$ cat config.mk
export PLATFORM = sky130hd
export DESIGN_NAME = memstream_loader
export DESIGN_NICKNAME = d
export VERILOG_FILES = /design/src/rtl/memstream_loader_pkg.sv /design/src/rtl/memstream_xsum.sv /design/src/rtl/memstream_loader.sv
export SDC_FILE = /design/constraint.sdc
export NUM_CORES = 1
export LEC_CHECK = 0
export ABC_AREA = 1
export BUFFER_PORTS_ARGS = -buffer_cell sky130_fd_sc_hd__buf_2
export CORE_MARGIN = 2
export CORE_UTILIZATION = 30
export DETAILED_ROUTE_END_ITERATION = 10
export PLACE_DENSITY = 0.63
export SETUP_SLACK_MARGIN = 0.1
export SLEW_MARGIN = 20
export SYNTH_ARGS = -nofsm -noshare
export SYNTH_HDL_FRONTEND = slang
export SYNTH_SLANG_ARGS = --single-unit
export TNS_END_PERCENT = 10
$ cat constraint.sdc
create_clock -name clk -period 1.8 [get_ports clk]
set_input_delay 0.18 -clock clk [delete_from_list [all_inputs] [get_ports clk]]
set_output_delay 0.18 -clock clk [all_outputs]
set_load 0.05 [all_outputs]
$ cat src/rtl/memstream_loader_pkg.sv
// Shared types and helpers for the memstream configuration-port loader.
// Optional verify pass is enabled with the MEMSTREAM_LOADER_VERIFY_EN macro.
package memstream_loader_pkg;

    typedef enum logic [2:0] {
        S_IDLE   = 3'd0,
        S_LOAD   = 3'd1,
        S_FLUSH  = 3'd2,
        S_VERIFY = 3'd3,
        S_DONE   = 3'd4
    } state_t;

    // Counter width for an address range of 0..depth-1, never narrower than one bit.
    function automatic int cnt_width(input int depth);
        int w;
        w = $clog2(depth);
        return (w < 1) ? 1 : w;
    endfunction

endpackage

$ cat src/rtl/memstream_xsum.sv
// XOR checksum accumulator: clr zeroes the sum, en folds d into it.
module memstream_xsum #(
    parameter int WIDTH = 32
) (
    input  logic             clk,
    input  logic             rst,
    input  logic             clr,
    input  logic             en,
    input  logic [WIDTH-1:0] d,
    output logic [WIDTH-1:0] sum
);

    logic [WIDTH-1:0] sum_reg;

    // Accumulate; clear has priority so a new load always starts from zero.
    always_ff @(posedge clk or posedge rst) begin
        if (rst) begin
            sum_reg <= '0;
        end else if (clr) begin
            sum_reg <= '0;
        end else if (en) begin
            sum_reg <= sum_reg ^ d;
        end
    end

    assign sum = sum_reg;

endmodule

$ cat src/rtl/memstream_loader.sv
// Stream-to-config-port loader: one registered config write per accepted beat,
// addresses 0..DEPTH-1. With MEMSTREAM_LOADER_VERIFY_EN defined, a readback pass
// compares XOR checksums of written and read-back words and flags a mismatch.
module memstream_loader
    import memstream_loader_pkg::*;
#(
    parameter int DEPTH = 512,
    parameter int WIDTH = 32
) (
    input  logic             clk,
    input  logic             rst,
    input  logic             start,
    output logic             busy,
    output logic             done,
    output logic             error,
    input  logic [WIDTH-1:0] idat,
    input  logic             ivld,
    output logic             irdy,
    output logic             config_ce,
    output logic             config_we,
    output logic [31:0]      config_address,
    output logic [WIDTH-1:0] config_d0,
    input  logic             config_rack,
    input  logic [WIDTH-1:0] config_q0
);

    localparam int            CW   = cnt_width(DEPTH);
    localparam logic [CW-1:0] LAST = CW'(DEPTH - 1);

    state_t           state_reg, state_next;
    logic [CW-1:0]    wr_cnt_reg;
    logic             ce_reg, we_reg;
    logic [31:0]      addr_reg;
    logic [WIDTH-1:0] d0_reg;

    logic start_acc, accept, last_accept;

    assign start_acc   = (state_reg == S_IDLE) && start;
    assign accept      = (state_reg == S_LOAD) && ivld;
    assign last_accept = accept && (wr_cnt_reg == LAST);

`ifdef MEMSTREAM_LOADER_VERIFY_EN
    logic [CW-1:0]    rd_cnt_reg, rsp_cnt_reg;
    logic             rd_all_reg, error_reg;
    logic [WIDTH-1:0] wsum, rsum;
    logic             rack_ok, last_rack;

    assign rack_ok   = (state_reg == S_VERIFY) && config_rack;
    assign last_rack = rack_ok && (rsp_cnt_reg == LAST);

    memstream_xsum #(.WIDTH(WIDTH)) u_wsum (
        .clk (clk), .rst (rst), .clr (start_acc), .en (accept),  .d (idat),      .sum (wsum)
    );
    memstream_xsum #(.WIDTH(WIDTH)) u_rsum (
        .clk (clk), .rst (rst), .clr (start_acc), .en (rack_ok), .d (config_q0), .sum (rsum)
    );
`else
    logic unused_rack;
    assign unused_rack = ^{config_rack, config_q0};
`endif

    // State register.
    always_ff @(posedge clk or posedge rst) begin
        if (rst) begin
            state_reg <= S_IDLE;
        end else begin
            state_reg <= state_next;
        end
    end

    // Next-state logic; FLUSH gives the final write one cycle on the config outputs.
    always_comb begin
        state_next = state_reg;
        unique case (state_reg)
            S_IDLE:   if (start) state_next = S_LOAD;
            S_LOAD:   if (last_accept) state_next = S_FLUSH;
`ifdef MEMSTREAM_LOADER_VERIFY_EN
            S_FLUSH:  state_next = S_VERIFY;
            S_VERIFY: if (last_rack) state_next = S_DONE;
`else
            S_FLUSH:  state_next = S_DONE;
            S_VERIFY: state_next = S_IDLE;
`endif
            S_DONE:   state_next = S_IDLE;
            default:  state_next = S_IDLE;
        endcase
    end

    assign busy  = (state_reg != S_IDLE);
    assign done  = (state_reg == S_DONE);
    assign irdy  = (state_reg == S_LOAD);

    // Registered config port: a write the cycle after each accept, reads during VERIFY.
    always_ff @(posedge clk or posedge rst) begin
        if (rst) begin
            wr_cnt_reg <= '0;
            ce_reg     <= 1'b0;
            we_reg     <= 1'b0;
            addr_reg   <= '0;
            d0_reg     <= '0;
        end else begin
            ce_reg <= 1'b0;
            we_reg <= 1'b0;
            if (start_acc) begin
                wr_cnt_reg <= '0;
            end
            if (accept) begin
                ce_reg     <= 1'b1;
                we_reg     <= 1'b1;
                addr_reg   <= 32'(wr_cnt_reg);
                d0_reg     <= idat;
                wr_cnt_reg <= wr_cnt_reg + 1'b1;
            end
`ifdef MEMSTREAM_LOADER_VERIFY_EN
            if ((state_reg == S_VERIFY) && !rd_all_reg) begin
                ce_reg   <= 1'b1;
                addr_reg <= 32'(rd_cnt_reg);
            end
`endif
        end
    end

`ifdef MEMSTREAM_LOADER_VERIFY_EN
    // Readback bookkeeping: issue DEPTH reads, count DEPTH responses, then compare sums.
    always_ff @(posedge clk or posedge rst) begin
        if (rst) begin
            rd_cnt_reg  <= '0;
            rsp_cnt_reg <= '0;
            rd_all_reg  <= 1'b0;
            error_reg   <= 1'b0;
        end else begin
            if (start_acc) begin
                rd_cnt_reg  <= '0;
                rsp_cnt_reg <= '0;
                rd_all_reg  <= 1'b0;
                error_reg   <= 1'b0;
            end
            if ((state_reg == S_VERIFY) && !rd_all_reg) begin
                if (rd_cnt_reg == LAST) begin
                    rd_all_reg <= 1'b1;
                end else begin
                    rd_cnt_reg <= rd_cnt_reg + 1'b1;
                end
            end
            if (rack_ok) begin
                rsp_cnt_reg <= rsp_cnt_reg + 1'b1;
                if (last_rack) begin
                    error_reg <= (wsum != (rsum ^ config_q0));
                end
            end
        end
    end

    assign error = error_reg;
`else
    assign error = 1'b0;
`endif

    assign config_ce      = ce_reg;
    assign config_we      = we_reg;
    assign config_address = addr_reg;
    assign config_d0      = d0_reg;

endmodule

# [After elaboration in Yosys (flattened, before gate mapping)]
# Cells that the tools add are included.
[totals] regBits=54 in_bits=69 out_inout_bits=70 word_cells=25
[op_classes] addsub=1 n_eq_ne=6 n_mux=6 reduce_logical=7
[op_table] cell="$mux 9" n=2
[op_table] cell="$add 9x1->9 const B" n=1
[op_table] cell="$eq 9x9->1 const B" n=1
[op_table] cell="$pmux 3 s3" n=1
[op_table] cell="$mux 3" n=2
[op_table] cell="$eq 3x1->1 const B" n=1
[op_table] cell="$eq 3x2->1 const B" n=1
[op_table] cell="$eq 3x3->1 const B" n=1
[op_table] cell="$logic_and 1x1->1" n=3
[op_table] cell="$logic_not 3->1" n=1
[op_table] cell="$reduce_bool 3->1" n=1
[op_table] cell="$ne 2x1->1 const B" n=1
[op_table] cell="$ne 2x2->1 const B" n=1
[op_table] cell="$reduce_and 2->1" n=1
[op_table] cell="$reduce_bool 2->1" n=1
[op_table] cell="$mux 1" n=1

# [Logic depth before layout (Yosys ltp)]
[depth] depth_word=5 ltp_mapped=9 depth_no_buf=9

# [Worst setup path before layout]
# No wires, ideal clock.
[synth_timing] kind="reg2out" start="reg state_reg[1]" end="out done" arrival_ps=1498 required_ps=1620 slack_ps=122 path_stages_with_launch=2 n_path_buf=0 cell_sequence="dfrtp_1 -> nor3_1"
[synth_via] elab_chain_len=1
[synth_lines] element="start, declared" line_no="memstream_loader.sv:30" text="state_t state_reg, state_next;"
[synth_lines] element="start signal, assigned" line_no="memstream_loader.sv:67" text="state_reg <= state_next;"
[synth_lines] element="$eq 3x3->1" line_no="memstream_loader.sv:90" text="assign done = (state_reg == S_DONE);"
[synth_lines] element="end, declared" line_no="memstream_loader.sv:14" text="output logic done,"
# No other way between the ends.

# [Worst setup path after layout]
[layout_timing] start="reg wr_cnt_reg[0]" end="reg state_reg[0]"
[layout_via] elab_chain_len=4
[layout_lines] element="start, declared" line_no="memstream_loader.sv:31" text="logic [CW-1:0] wr_cnt_reg;"
[layout_lines] element="start signal, assigned" line_no="memstream_loader.sv:112" text="wr_cnt_reg <= wr_cnt_reg + 1'b1;"
[layout_lines] element="$eq 9x9->1" line_no="memstream_loader.sv:40" text="assign last_accept = accept && (wr_cnt_reg == LAST);"
[layout_lines] element="$logic_and 1x1->1" line_no="memstream_loader.sv:40"
[layout_lines] element="$ne 2x1->1 (no source line)"
[layout_lines] element="$reduce_and 2->1 (no source line)"
# No other way between the ends.
# A chain may end at the register's enable or synchronous reset.

==> metrics.md <==
| Metric | Value |
|---|---|
| Status | `finished clean` |
| Share of layout cells above drive strength 1 | `28.5%` |
| Layout area overhead | `24.6%` |
| Combinational share of power | `30.0%` |
| Clk Latency, worst-skew pair | `300 ps` |
| Fill cell count | `818` |
| Die footprint | `8650 sq um` |
| Required time of the worst setup path | `1970 ps` |
| Largest net degree at the start of global routing | `35` |
| Fin crit share | `84.2%` |
| Routed vias | `1941` |
| Mapped Cells | `282` |
| Root Buffer | `clkbuf_8` |
| Sw Ratio | `38.2%` |
| Minimum clock period | `1520 ps` |
| Antenna Nets Post-Route | `0` |
| Sw power | `1.24 mW` |
| YS warnings | `0` |
| Number of distinct library cells after synthesis | `17` |
| Number of antenna diodes | `0` |
| Fmax | `0.660 GHz` |
| Area of the core | `7690 sq um` |
| Reg2Reg Depth | `9` |
| PD cells | `1100 nW/um^2` |
| DR iter-0 viols | `63` |
| Hold Fails Final Rpt | `0` |
| Port bufs | `81` |
| Register cell area after layout | `1350 sq um` |
| Drt total wl | `4750 microns` |
| Htree depth | `2` |
| Number of flip-flops in the largest register | `32` |
| First-pass DRT Iterations | `6` |
| GRT Util Overall | `11.9%` |
| Maxcap violations | `0` |
| Fin area | `2960 sq um` |
| Post-layout util | `38.5%` |
| Io pins | `139` |
| Crit path launch type | `flip-flop` |
| Setup_tns | `0 ps` |
| Initial antenna violation count | `0` |
| Maximum root-to-sink buffer count | `2` |
| Drt wl/cell | `10.1 microns` |
| GR Overflow Total | `0` |
| Rows | `32` |
| Syn Std Cell Area | `2380 sq um` |
| Sequential share of power | `45.3%` |
| Max Fanout on Critical Path | `4` |
| DPL Wire Length | `3480 microns` |
| Reg2reg start | `wr_cnt_reg[0]$_DFFE_PP0P_` |
| Worst setup startpoint | `wr_cnt_reg[0]$_DFFE_PP0P_` |
| Worst R2R Setup Slack | `280 ps` |
| Placed cell area | `2830 sq um` |
| Setup violators final | `0` |
| Via density | `4.12` |
| Die Ht | `93.0 microns` |
| Setup CP Type | `flip-flop to flip-flop` |
| DR DRC count | `0` |
| Initial Util | `30.9%` |
| CTS Buf Count | `5` |
| Worst Setup EP | `state_reg[0]$_DFFE_PP0P_` |
| # nets final | `439` |
| CP Capture Type | `flip-flop` |
| Num Clock Sinks | `54` |
| Reg-to-reg endpoint | `state_reg[0]$_DFFE_PP0P_` |
| Hold WC Path Type | `input port to flip-flop` |
| Arrival @ worst endpoint | `1690 ps` |
| Multi-input logic area | `831 sq um` |
| Mean Syn Cell Area | `8.43 sq um` |
| Max-slew violations | `0` |
| Post-Place Cells | `460` |
| LEAKAGE | `1.71 nW` |
| Global-route wire length before repair | `8340 microns` |
| Clock transition at path regs | `90 ps` |
| Skew final | `1.72 ps` |
| Int Pwr | `2.01 mW` |
| Clock power frac | `24.7%` |
| Worst IR Drop VDD | `0.000360 V` |
| Die W | `93.0 microns` |
| CTS tree | `built` |
| Setup repair after global routing missed its margin | `false` |
| Final GP Congestion | `0.735` |
| Post-synthesis sequential area ratio | `56.8%` |
| Finished Layout Cells | `471` |
| #FFs+latches synth | `54` |
| Vias in the first global route | `1844` |
[cell usage after synthesis]
library cell | n | area (sq um)
nor2_1 | 8 | 30.0
or2_0 | 1 | 6.26
nand2_1 | 137 | 514
inv_1 | 11 | 41.3
buf_4 | 26 | 195
dfrtp_1 | 54 | 1350
o21ai_0 | 9 | 45.0
nor3_1 | 2 | 10.0
buf_2 | 5 | 25.0
nor2_2 | 1 | 6.26
inv_2 | 2 | 7.51
ha_1 | 2 | 25.0
clkbuf_1 | 4 | 15.0
nand3_1 | 17 | 85.1
conb_1 | 1 | 3.75
or2_2 | 1 | 6.26
nand3_2 | 1 | 10.0
[through the flow]
step / power (mW) / setup WS [ps] / hold slack [ps]
after global routing: 3.44 / 127 / 51.2
after detailed placement: 2.46 / 192 / 231
after CTS: 3.28 / 172 / 51.9
after floorplan: 2.27 / 122 / 290
final: 3.25 / 285 / 63.6
after global placement: 2.44 / 216 / 231
[cells in the final DEF (no fill, tap or decap), drive strengths merged]
cell type / instances
buf: 90
nor2: 9
clkbuf: 5
or2: 2
o21ai: 9
dfrtp: 54
nand2: 137
ha: 2
conb: 24
nand3: 18
nor3: 2
inv: 13
dlygate4sd3: 1
clkinv: 2
bufinv: 1
[layer usage]
metal	vias to the layer above	wire length [microns]	track usage, %
li1	980	-	-
met1	887	2130	14.8
met2	69	2270	20.5
met3	5	311	3.22
met4	0	47	2.94
met5	-	0	0
[critical path: stages (launching register included)]
cell and delay (ps):
dfrtp_1 400, ha_1 170, nand2_1 100, nor2_2 130
nand3_1 100, nor2_1 110, ha_1 150, inv_1 30
nor2_1 110, o21ai_0 80
[kinds of logic after synthesis]
family | synth area share [%]
and+or+nand+nor | 28.1
DFF | 56.8
other | 0.158
buffers and inverters | 11.9
adders and majority gates | 1.05
AOI/OAI and AO/OA | 1.89
[area by class of cell]
cell class	instances	share of cell area, %
clock buffers	5	2.32
clock inverters	3	1.35
inverters	13	1.65
multi-input cells	203	28.0
flip-flops and latches	54	45.6
well taps	102	4.31
repair buffers	91	16.7
[how the worst min path moves through the flow]
stage / slack, ps / from / end / cells past startpoint
floorplan: 290 / idat[0] / config_d0[0]$_DFFE_PP0P_ / 2
global placement: 230 / rst / config_d0[14]$_DFFE_PP0P_ / 2
detailed placement: 230 / rst / config_d0[8]$_DFFE_PP0P_ / 2
CTS: 50 / idat[16] / config_d0[16]$_DFFE_PP0P_ / 3
global route: 50 / idat[6] / config_d0[6]$_DFFE_PP0P_ / 3
finish: 60 / idat[6] / config_d0[6]$_DFFE_PP0P_ / 3
[power by group through the flow]
stage          Sequential (mW)  Clock [mW]  Combinational (mW)
2_1_floorplan             1.87           0               0.393
4_1_cts                   1.48       0.839               0.963
5_1_grt                   1.50       0.880                1.06
6_report                  1.47       0.801               0.974
3_5_place_dp              1.50           0               0.961
3_3_place_gp              1.49           0               0.948
[what timing repair did]
item,4_1_cts,5_1_grt
hold endpoints to repair,20,0
resized for setup,0,1
hold buffers,1,0
setup endpoints to repair,0,2
buffers inserted,0,2
(Power assumes the default switching activity.)
